==> src/rtl/uart_pkg.sv <==
// Shared UART definitions: launcher FSM states and default widths,
// common to tx_fifo_ctrl and the transmitter.
package uart_pkg;

   localparam int UART_NBITS = 8;
   localparam int UART_DEPTH = 16;

   typedef enum logic [1:0] {
      IDLE = 2'd0,
      LOAD = 2'd1,
      BUSY = 2'd2
   } tx_state_t;

endpackage

==> src/rtl/tx_fifo_mem.sv <==
// Transmit FIFO storage: DEPTH x NBITS register array, synchronous write,
// asynchronous read. No reset; validity is tracked by the controller.
module tx_fifo_mem
   import uart_pkg::*;
#(
   parameter  int NBITS = UART_NBITS,
   parameter  int DEPTH = UART_DEPTH,
   localparam int AW    = $clog2(DEPTH)
)
(
   input  logic             clk,
   input  logic             wr_en,
   input  logic [AW-1:0]    wr_ptr,
   input  logic [NBITS-1:0] wr_data,
   input  logic [AW-1:0]    rd_ptr,
   output logic [NBITS-1:0] rd_data
);

   logic [NBITS-1:0] mem [DEPTH];

   // Store the host word at the write pointer.
   always_ff @(posedge clk) begin
      if (wr_en) mem[wr_ptr] <= wr_data;
   end

   assign rd_data = mem[rd_ptr];

endmodule

==> src/rtl/tx_fifo_ctrl.sv <==
// Transmit FIFO controller and frame launcher for the UART transmitter.
// Optional feature macro: TX_FIFO_OVF_EN adds the sticky ovf flag and its
// ovf_clr input; without it, writes while full are dropped silently.
module tx_fifo_ctrl
   import uart_pkg::*;
#(
   parameter  int NBITS = UART_NBITS,
   parameter  int DEPTH = UART_DEPTH,
   localparam int AW    = $clog2(DEPTH),
   localparam int CW    = AW + 1
)
(
   input  logic             clk,
   input  logic             tx_rst,
   input  logic             bdtick,
   input  logic             wr_en,
   input  logic [NBITS-1:0] wr_data,
   input  logic             tx_done,
   output logic             full,
   output logic             empty,
   output logic [CW-1:0]    count,
   output logic             txff_ena,
   output logic [NBITS-1:0] data_out
`ifdef TX_FIFO_OVF_EN
   ,
   output logic             ovf,
   input  logic             ovf_clr
`endif
);

   logic [AW-1:0]    wr_ptr;
   logic [AW-1:0]    rd_ptr;
   logic [NBITS-1:0] rd_data;
   logic [CW-1:0]    count_nxt;
   logic             wr_acc;
   logic             pop;
   logic             tx_done_q;

   tx_state_t        state;
   tx_state_t        state_nxt;
   logic             txff_ena_nxt;
   logic [NBITS-1:0] data_out_nxt;

   assign wr_acc = wr_en && !full;

   tx_fifo_mem #(
      .NBITS (NBITS),
      .DEPTH (DEPTH)
   ) u_mem (
      .clk     (clk),
      .wr_en   (wr_acc),
      .wr_ptr  (wr_ptr),
      .wr_data (wr_data),
      .rd_ptr  (rd_ptr),
      .rd_data (rd_data)
   );

   // Launcher next state: pop into data_out, hold for a tick, wait for tx_done edge.
   always_comb begin
      state_nxt    = state;
      txff_ena_nxt = txff_ena;
      data_out_nxt = data_out;
      pop          = 1'b0;
      case (state)
         IDLE: begin
            if (!empty) begin
               pop          = 1'b1;
               data_out_nxt = rd_data;
               txff_ena_nxt = 1'b1;
               state_nxt    = LOAD;
            end
         end
         LOAD: begin
            // A tick on the entry edge was sampled in IDLE, so it never counts here.
            if (bdtick) begin
               txff_ena_nxt = 1'b0;
               state_nxt    = BUSY;
            end
         end
         BUSY: begin
            if (tx_done && !tx_done_q) state_nxt = IDLE;
         end
         default: begin
            txff_ena_nxt = 1'b0;
            state_nxt    = IDLE;
         end
      endcase
   end

   // Occupancy after this edge's accepted write and/or pop.
   always_comb begin
      count_nxt = count;
      if (wr_acc && !pop)      count_nxt = count + CW'(1);
      else if (!wr_acc && pop) count_nxt = count - CW'(1);
   end

   // Launcher state, outputs and tx_done history.
   always_ff @(posedge clk or negedge tx_rst) begin
      if (!tx_rst) begin
         state     <= IDLE;
         txff_ena  <= 1'b0;
         data_out  <= '0;
         tx_done_q <= 1'b0;
      end else begin
         state     <= state_nxt;
         txff_ena  <= txff_ena_nxt;
         data_out  <= data_out_nxt;
         tx_done_q <= tx_done;
      end
   end

   // FIFO pointers and registered occupancy flags.
   always_ff @(posedge clk or negedge tx_rst) begin
      if (!tx_rst) begin
         wr_ptr <= '0;
         rd_ptr <= '0;
         count  <= '0;
         empty  <= 1'b1;
         full   <= 1'b0;
      end else begin
         if (wr_acc) wr_ptr <= wr_ptr + AW'(1);
         if (pop)    rd_ptr <= rd_ptr + AW'(1);
         count <= count_nxt;
         empty <= (count_nxt == '0);
         full  <= (count_nxt == CW'(DEPTH));
      end
   end

`ifdef TX_FIFO_OVF_EN
   // Sticky overflow on any write attempt while full; set beats clear.
   always_ff @(posedge clk or negedge tx_rst) begin
      if (!tx_rst)             ovf <= 1'b0;
      else if (wr_en && full)  ovf <= 1'b1;
      else if (ovf_clr)        ovf <= 1'b0;
   end
`endif

endmodule

==> config.mk <==
export PLATFORM = sky130hd
export DESIGN_NAME = tx_fifo_ctrl
export DESIGN_NICKNAME = d
export VERILOG_FILES = /design/src/rtl/uart_pkg.sv /design/src/rtl/tx_fifo_mem.sv /design/src/rtl/tx_fifo_ctrl.sv
export SDC_FILE = /design/constraint.sdc
export NUM_CORES = 1
export LEC_CHECK = 0
export CAP_MARGIN = 20
export CORE_MARGIN = 3
export CORE_UTILIZATION = 25
export DETAILED_ROUTE_END_ITERATION = 7
export DONT_BUFFER_PORTS = 1
export PLACE_DENSITY = 0.43
export SLEW_MARGIN = 20
export SYNTH_ARGS = -nofsm -noshare
export SYNTH_HDL_FRONTEND = slang
export SYNTH_SLANG_ARGS = --single-unit
==> constraint.sdc <==
create_clock -name clk -period 3 [get_ports clk]
set_input_delay 0.3 -clock clk [delete_from_list [all_inputs] [get_ports clk]]
set_output_delay 0.3 -clock clk [all_outputs]
set_load 0.005 [all_outputs]
# == Word level (Yosys, flattened, before mapping) ==
# Memories as Yosys holds them, arrays and structs flattened. A register that Yosys moved wholly into a read port is not among the register bits.
# Index checks and enable logic that the tools add are counted.
# W data, S select, Z words.
# totals
ff_bits,19
ram_bits,128
in_bits,13
output_inout_bits,16
elab_cells,48
memories,1
# memory_table
name,depth,width,read_ports,rd_clocked_by_memory_dff,write_ports,line_no,rtl
u_mem.mem,16,8,1,1,1,tx_fifo_mem.sv:19,logic [NBITS-1:0] mem [DEPTH];
# classes
add_sub_neg,4
eq_ne,6
mux,13
bitwise,2
reduce_logical,14
# ops
op,count
$mux W5,2
$add A4 B1 Y4 const B,2
$mux W1,6
$mux W2,3
$ne A2 B2 Y1 const B,3
$pmux W2 S3,1
$reduce_and A3 Y1,2
$add A5 B1 Y5 const B,1
$eq A5 B5 Y1 const B,1
$logic_not A1 Y1,5
$logic_not A5 Y1,1
$sub A5 B1 Y5 const B,1
$logic_and A1 B1 Y1,4
$pmux W1 S3,1
$eq A2 B1 Y1 const B,1
$eq A2 B2 Y1 const B,1
$logic_not A2 Y1,1
$not A1 Y1,2
$reduce_and A2 Y1,1

# == Logic depth before layout (Yosys ltp) ==
# Gate-level depths: netlist of the first run.
# logic_depth
depth_word,7
ltp_mapped,7
depth_no_buf,6

# == By module ==
# Synthesis of the first run repeated with hierarchy kept, for this count alone.
# hier_totals
cells_unflattened,338
area_unflattened_um2,6182.2
# modules_own_cells
mod,n_inst,cells_per_inst,area_per_inst_um2,seq_area_each_um2
tx_fifo_mem,1,221,4987.3,3843.7
tx_fifo_ctrl,1,117,1194.9,676.9

# == Worst setup path after synthesis of the first run ==
# No wires, ideal clock.
# synth_timing
kind,register -> register
from,register rd_ptr[0]
to,register data_out[0] (read register of u_mem.mem)
setup_ns,0.141
t_arrival_ns,1.661
t_required_ns,2.859
slack_ns,1.198
path_stages_with_launch,6
path_buffers,2
period_less_slack_ns,1.802
path_cell_list,dfrtp_1 -> buf_2 -> buf_2 -> mux4_2 -> mux2i_1 -> o221ai_1
# synth_lines
element,line_no,rtl
start: declaration,tx_fifo_ctrl.sv:32,logic [AW-1:0] rd_ptr;
start signal: assignment,tx_fifo_ctrl.sv:122,if (pop) rd_ptr <= rd_ptr + AW'(1);
end: declaration,tx_fifo_ctrl.sv:23,output logic [NBITS-1:0] data_out

# == Worst setup path in the final report of the first run ==
# layout_timing
from,register state[1]
to,register full
# layout_via
elab_chain_cells,6
elab_cells_between_ends,8
cone_classes,eq/ne: 1; mux: 3; reduce/logical: 4
# layout_rtl
element,line_no,rtl
start: declaration,tx_fifo_ctrl.sv:39,tx_state_t state;
start signal: assignment,tx_fifo_ctrl.sv:105,state <= state_nxt;
$logic_not A2 Y1 *,tx_fifo_ctrl.sv:64,case (state)
$mux W1 *,tx_fifo_ctrl.sv:64,
$logic_and A1 B1 Y1 or $logic_not A1 Y1 (tied branches),"tx_fifo_ctrl.sv:94, tx_fifo_ctrl.sv:93",
$mux W5 or $logic_and A1 B1 Y1 (tied branches),"tx_fifo_ctrl.sv:94, tx_fifo_ctrl.sv:93",
$mux W5 *,tx_fifo_ctrl.sv:93,if (wr_acc && !pop) count_nxt = count + CW'(1);
via count_nxt[4],tx_fifo_ctrl.sv:34,logic [CW-1:0] count_nxt;
$eq A5 B5 Y1 *,tx_fifo_ctrl.sv:125,full <= (count_nxt == CW'(DEPTH));
end signal: assignment,tx_fifo_ctrl.sv:125,
end: declaration,tx_fifo_ctrl.sv:19,"output logic full,"
# Mark *: on every way through the listed nets, which the timed path passes. The rest lies on a longest branch.
# A chain may end at the register's enable or synchronous reset.

==> impl_metrics.env, run 1 <==
export IMPL_status="completed"
export IMPL_final_max_slew_viol_count=0
export IMPL_die_h_um=163.2
export IMPL_wl_met3_um=614
export IMPL_yosysMostFrequentCell="edfxtp_1"
export IMPL_clk_path_buf_depth=2
export IMPL_syn_avg_cell_area_um2=19.01
export IMPL_worst_setup_path_end_kind="register"
export IMPL_drcViolationCount=0
export IMPL_initialDrtViolationCount=153
export IMPL_num_vias=2940
export IMPL_ys_ff_latch=155
export IMPL_syn_inst=325
export IMPL_placed_area_um2=6571
export IMPL_period_needed_ns=2.210
export IMPL_multi_input_area_um2=1562
export IMPL_power_density_nw_per_um2=955.1
export IMPL_setup_viol=0
export IMPL_dieWidth_um=163.2
export IMPL_clkTransAtPathRegs_ns=0.06
export IMPL_setup_slack_ns=0.7900
export IMPL_yosysWarnings=0
export IMPL_seq_area_um2=4523
export IMPL_post_route_period_util_pct=73.67
export IMPL_clock_latency_ns=0.42
export IMPL_clock_fmax_mhz=452.5
export IMPL_ir_drop_v=0.0004317
export IMPL_cts_resized_gates=0
export IMPL_cap_viol_max_count=0
export IMPL_skew_ns=0.006928
export IMPL_gr_total_overflow=0
export IMPL_cts_root_buf="clkbuf_16"
export IMPL_cts_buffers=17
export IMPL_fp_row_count=56
export IMPL_cellLeakagePower_nw=2.418
export IMPL_viasPerCell=4.330
export IMPL_worst_pin_slew_ns=0.7458
export IMPL_critical_path_arrival_ns=2.53
export IMPL_drive_above_1_share_pct=20.83
export IMPL_fin_util_pct=30.34
export IMPL_yosysUniqueCellTypes=38
export IMPL_wl_per_cell_um=19.43
export IMPL_start_kind="register"
export IMPL_nets=368
export IMPL_dpl_worst_slack_ns=0.7894
export IMPL_ant_nets=0
export IMPL_hold_path_class="input port to register"
export IMPL_path_class="register to register"
export IMPL_wl_met1_mm=5.811
export IMPL_coreArea_um2=23890
export IMPL_worst_path_max_fanout=15
export IMPL_gr_usage_all_layers_pct=10.45
export IMPL_grt_pass1_vias=3173
export IMPL_synthTopCellsByArea="edfxtp_1 62%, mux4_2 11%, dfrtp_1 11%"
export IMPL_htree_levels=4
export IMPL_syn_area_um2=6178
export IMPL_clock_sinks=155
export IMPL_dr_pass1_iters=4
export IMPL_synthArstFlopShare_pct=17.42
export IMPL_rsz0062_at_grt="false"
export IMPL_synth_main_ff_cell="edfxtp_1"
export IMPL_initial_core_util_pct=25.86
export IMPL_ys_seq_area_share_pct=73.17
export IMPL_antenna_found_initial=0
export IMPL_dr_wl_met2_mm=6.636
export IMPL_cts_tree="yes"
export IMPL_syn_to_final_growth_pct=17.33
export IMPL_syn_num_nets=345
export IMPL_synthTopCellsByCount="128 x edfxtp_1, 31 x mux4_2, 26 x dfrtp_1"
export IMPL_fill_cells=2310
export IMPL_place_congestion=0.7744
export IMPL_wirelength_mm=13.20
export IMPL_port_buffers=0
export IMPL_synth_edf_count=128
export IMPL_n_antenna_cell=0
export IMPL_pin_count=29
export IMPL_critical_path_required_ns=3.32
export IMPL_fin_setup_tns_ns=0
export IMPL_hpwl_mm=8.477
export IMPL_grt_pass1_wl_mm=19.85
export IMPL_grt_max_degree=29
export IMPL_die_area_um2=26640
export IMPL_top_layer="met4"
export IMPL_hold_ws_ns=0.07054
export IMPL_synth_top_area_cell="edfxtp_1"
export IMPL_yosysTopAreaCellShare_pct=62.21
export IMPL_slew_headroom_pct=50.28
export IMPL_final_cell_area_um2=7249
export IMPL_hold_violations=0
## per-stage QoR
step / total power, W / cells
6_report: 0.006924 / 679
5_1_grt: 0.007322 / 679
4_1_cts: 0.007051 / 679
3_5_place_dp: 0.004953 / 637
3_3_place_gp: 0.004915 / 637
2_1_floorplan: 0.004379 / 325
## power breakdown
part           switching, W  total (W)  internal, W  leakage, nW
logic              0.000970    0.00184     0.000870        0.680
registers          0.000347    0.00305      0.00270         1.48
clock network      0.000821    0.00203      0.00121        0.259
## final timing paths
kind / startpoint / endpoint / slack, ns / cells past startpoint
setup / recovery: state[1] / full / 0.79 / 5
hold / removal: bdtick / state[1] / 0.07 / 2
setup reg to reg: state[1] / full / 0.79 / 5
hold reg to reg: rd_ptr[3] / rd_ptr[3] / 0.49 / 1
max in group asynchronous: tx_rst / empty / 2.45 / 2
min in group asynchronous: tx_rst / count[0] / 0.31 / 2
## layout by cell type, fill, tap and decap left out, drive strengths merged, types with 6 or more instances in the layout
cell           n
ha             7
mux2i         17
o21ai          6
buf            7
and2          17
dlygate4sd3   10
o221ai         7
mux4          31
dfrtp         26
clkbuf        19
inv            9
edfxtp       128
nand2         19
xnor2         10
## kinds of logic (layout without fill, tap and decap cells)
logic type	Yosys count	after routing	synth area share, %
buffers and inverters	21	56	1.559
and+or+nand+nor	61	61	5.690
DFF	155	155	73.17
muxes	48	48	14.05
adders and majority gates	7	7	1.418
xor gates and xnor gates	10	10	1.418
AOI/OAI and AO/OA	23	23	2.693
## what timing repair did
item | 4_1_cts | 5_1_grt
buffers inserted | 0 | 0
endpoints found under the hold margin | 156 | 0
hold buffers | 11 | 0
## layout make-up
class	instances	area share, %
Sequential cell	155	62.39
Multi-Input combinational cell	149	21.54
Tap cell	319	5.506
Clock buffer	19	5.972
Inverter	8	0.4142
Clock inverter	12	1.726
Timing Repair Buffer	17	2.451
## layer usage
layer,vias up,global-route usage [%]
met1,1549,12.68
met4,0,3.114
met3,10,3.804
li1,1334,-
met2,47,17.51
met5,-,0
## worst max-delay path, cell delays in order (launching register included)
cell     delay [ns]
dfrtp_1        0.43
or3_1          0.70
and3_4         0.32
a32oi_1        0.19
xnor2_1        0.21
nor4b_2        0.26
## registers in the layout (all words and copies together), names as in the netlist
register	count
rd_ptr	4
tx_done_q	1
u_mem.mem	128
wr_ptr	4
count	5
empty	1
data_out	8
txff_ena	1
full	1
state	2
Power figures use the tool's default switching activity.
==> run 2, diff against run 1 <==
==> constraint.sdc (replaced) <==
create_clock -name clk -period 2.22 [get_ports clk]
set_input_delay 0.222 -clock clk [delete_from_list [all_inputs] [get_ports clk]]
set_output_delay 0.222 -clock clk [all_outputs]
set_load 0.005 [all_outputs]
==> impl_metrics.env, run 2 (synthesized netlist as in run 1, its figures left out) <==
export IMPL_period_needed_ns=1.903
export IMPL_hpwl_mm=8.716
export IMPL_hold_path_class="input port to register"
export IMPL_fp_row_count=56
export IMPL_ant_nets=0
export IMPL_pin_count=29
export IMPL_mostFrequentLayoutCells="128 x edfxtp_1, 31 x mux4_2, 24 x dfrtp_1"
export IMPL_antenna_found_initial=1
export IMPL_cts_tree="yes"
export IMPL_drive_above_1_share_pct=22.28
export IMPL_dr_wl_met2_mm=6.600
export IMPL_post_route_period_util_pct=85.71
export IMPL_initialDrtViolationCount=206
export IMPL_wl_per_cell_um=19.88
export IMPL_largest_register="u_mem.mem"
export IMPL_cellLeakagePower_nw=2.495
export IMPL_dieWidth_um=163.2
export IMPL_drcViolationCount=0
export IMPL_grt_max_degree=29
export IMPL_rsz0062_at_grt="false"
export IMPL_dr_pass1_iters=4
export IMPL_start_kind="register"
export IMPL_critical_path_arrival_ns=2.23
export IMPL_reg_top3="u_mem.mem x128, data_out x8, count x5"
export IMPL_top_layer="met5"
export IMPL_final_max_slew_viol_count=0
export IMPL_coreArea_um2=23890
export IMPL_wirelength_mm=13.66
export IMPL_die_h_um=163.2
export IMPL_setup_viol=0
export IMPL_die_area_um2=26640
export IMPL_nets=375
export IMPL_ir_drop_v=0.0007168
export IMPL_worst_pin_slew_ns=0.6127
export IMPL_viasPerCell=4.336
export IMPL_cts_resized_gates=0
export IMPL_htree_levels=4
export IMPL_cts_setup_buffers=0
export IMPL_clock_fmax_mhz=525.6
export IMPL_syn_to_final_growth_pct=19.68
export IMPL_power_density_nw_per_um2=1332
export IMPL_place_congestion=0.7682
export IMPL_hold_violations=0
export IMPL_gr_usage_all_layers_pct=11.11
export IMPL_instances_no_fill=687
export IMPL_clock_sinks=155
export IMPL_wl_met1_mm=6.372
export IMPL_status="completed"
export IMPL_grt_pass1_vias=3323
export IMPL_worst_path_max_fanout=6
export IMPL_skew_ns=0.006662
export IMPL_final_cell_area_um2=7395
export IMPL_clk_path_buf_depth=2
export IMPL_wl_met3_um=524
export IMPL_largest_reg_flops=128
export IMPL_cts_root_buf="clkbuf_16"
export IMPL_mostFrequentLayoutCell="edfxtp_1"
export IMPL_ctsHoldBuffers=12
export IMPL_initial_core_util_pct=25.86
export IMPL_port_buffers=0
export IMPL_cap_viol_max_count=0
export IMPL_num_vias=2979
export IMPL_clock_latency_ns=0.42
export IMPL_worst_setup_path_end_kind="register"
export IMPL_critical_path_required_ns=2.55
export IMPL_n_antenna_cell=0
export IMPL_hold_ws_ns=0.02815
export IMPL_slew_headroom_pct=59.02
export IMPL_fin_setup_tns_ns=0
export IMPL_placed_area_um2=6641
export IMPL_clkTransAtPathRegs_ns=0.06
export IMPL_gr_total_overflow=0
export IMPL_dp_cells=643
export IMPL_cts_buffers=17
export IMPL_path_class="register to register"
export IMPL_grt_pass1_wl_mm=21.07
[run 2: report_power, final]
part	switching (W)	internal [W]	total (W)
clock	0.00117	0.00189	0.00307
combinational	0.00152	0.00128	0.00280
sequential	0.000326	0.00365	0.00398
[run 2: layout make-up]
cell class / instances / area (µm²)
fill: 2296 / 16500
timing repair buffer: 24 / 257.7
clock buffer: 19 / 432.9
multi-input combinational: 149 / 1562
tap: 319 / 399.1
sequential: 155 / 4523
clock inverter: 13 / 190.2
inverter: 8 / 30.03
[run 2: path summary, 6_finish.rpt]
| check | start | endpoint | slack (ns) | depth (start not counted) |
|---|---|---|---|---|
| worst max-delay path | state[1] | full | 0.32 | 5 |
| worst min-delay path | bdtick | txff_ena | 0.03 | 2 |
| worst max register to register | state[1] | full | 0.32 | 5 |
| worst min register to register | rd_ptr[3] | rd_ptr[3] | 0.50 | 1 |
| max in group asynchronous | tx_rst | empty | 1.75 | 2 |
| min in group asynchronous | tx_rst | count[1] | 0.24 | 2 |
[run 2: through the flow]
step	total power [W]	worst slack [ns]	util [%]
2_1_floorplan	0.005917	0.4183	-
3_3_place_gp	0.006826	0.3387	27.80
3_5_place_dp	0.006871	0.3277	27.80
4_1_cts	0.01001	0.2886	30.95
5_1_grt	0.01041	0.1600	30.95
6_report	0.009850	0.3173	30.95
[run 2: metal layers]
metal / global-route usage (%) / up-vias
met5: 0 / -
met4: 3.306 / 2
met3: 3.703 / 15
met2: 17.64 / 46
met1: 14.50 / 1568
li1: - / 1348
[run 2: critical path, cell delays in order (launching register included)]
cell	delay, ns
dfrtp_1	0.43
or3_1	0.51
nor3_4	0.23
a32oi_1	0.14
xnor2_1	0.26
nor4b_2	0.24
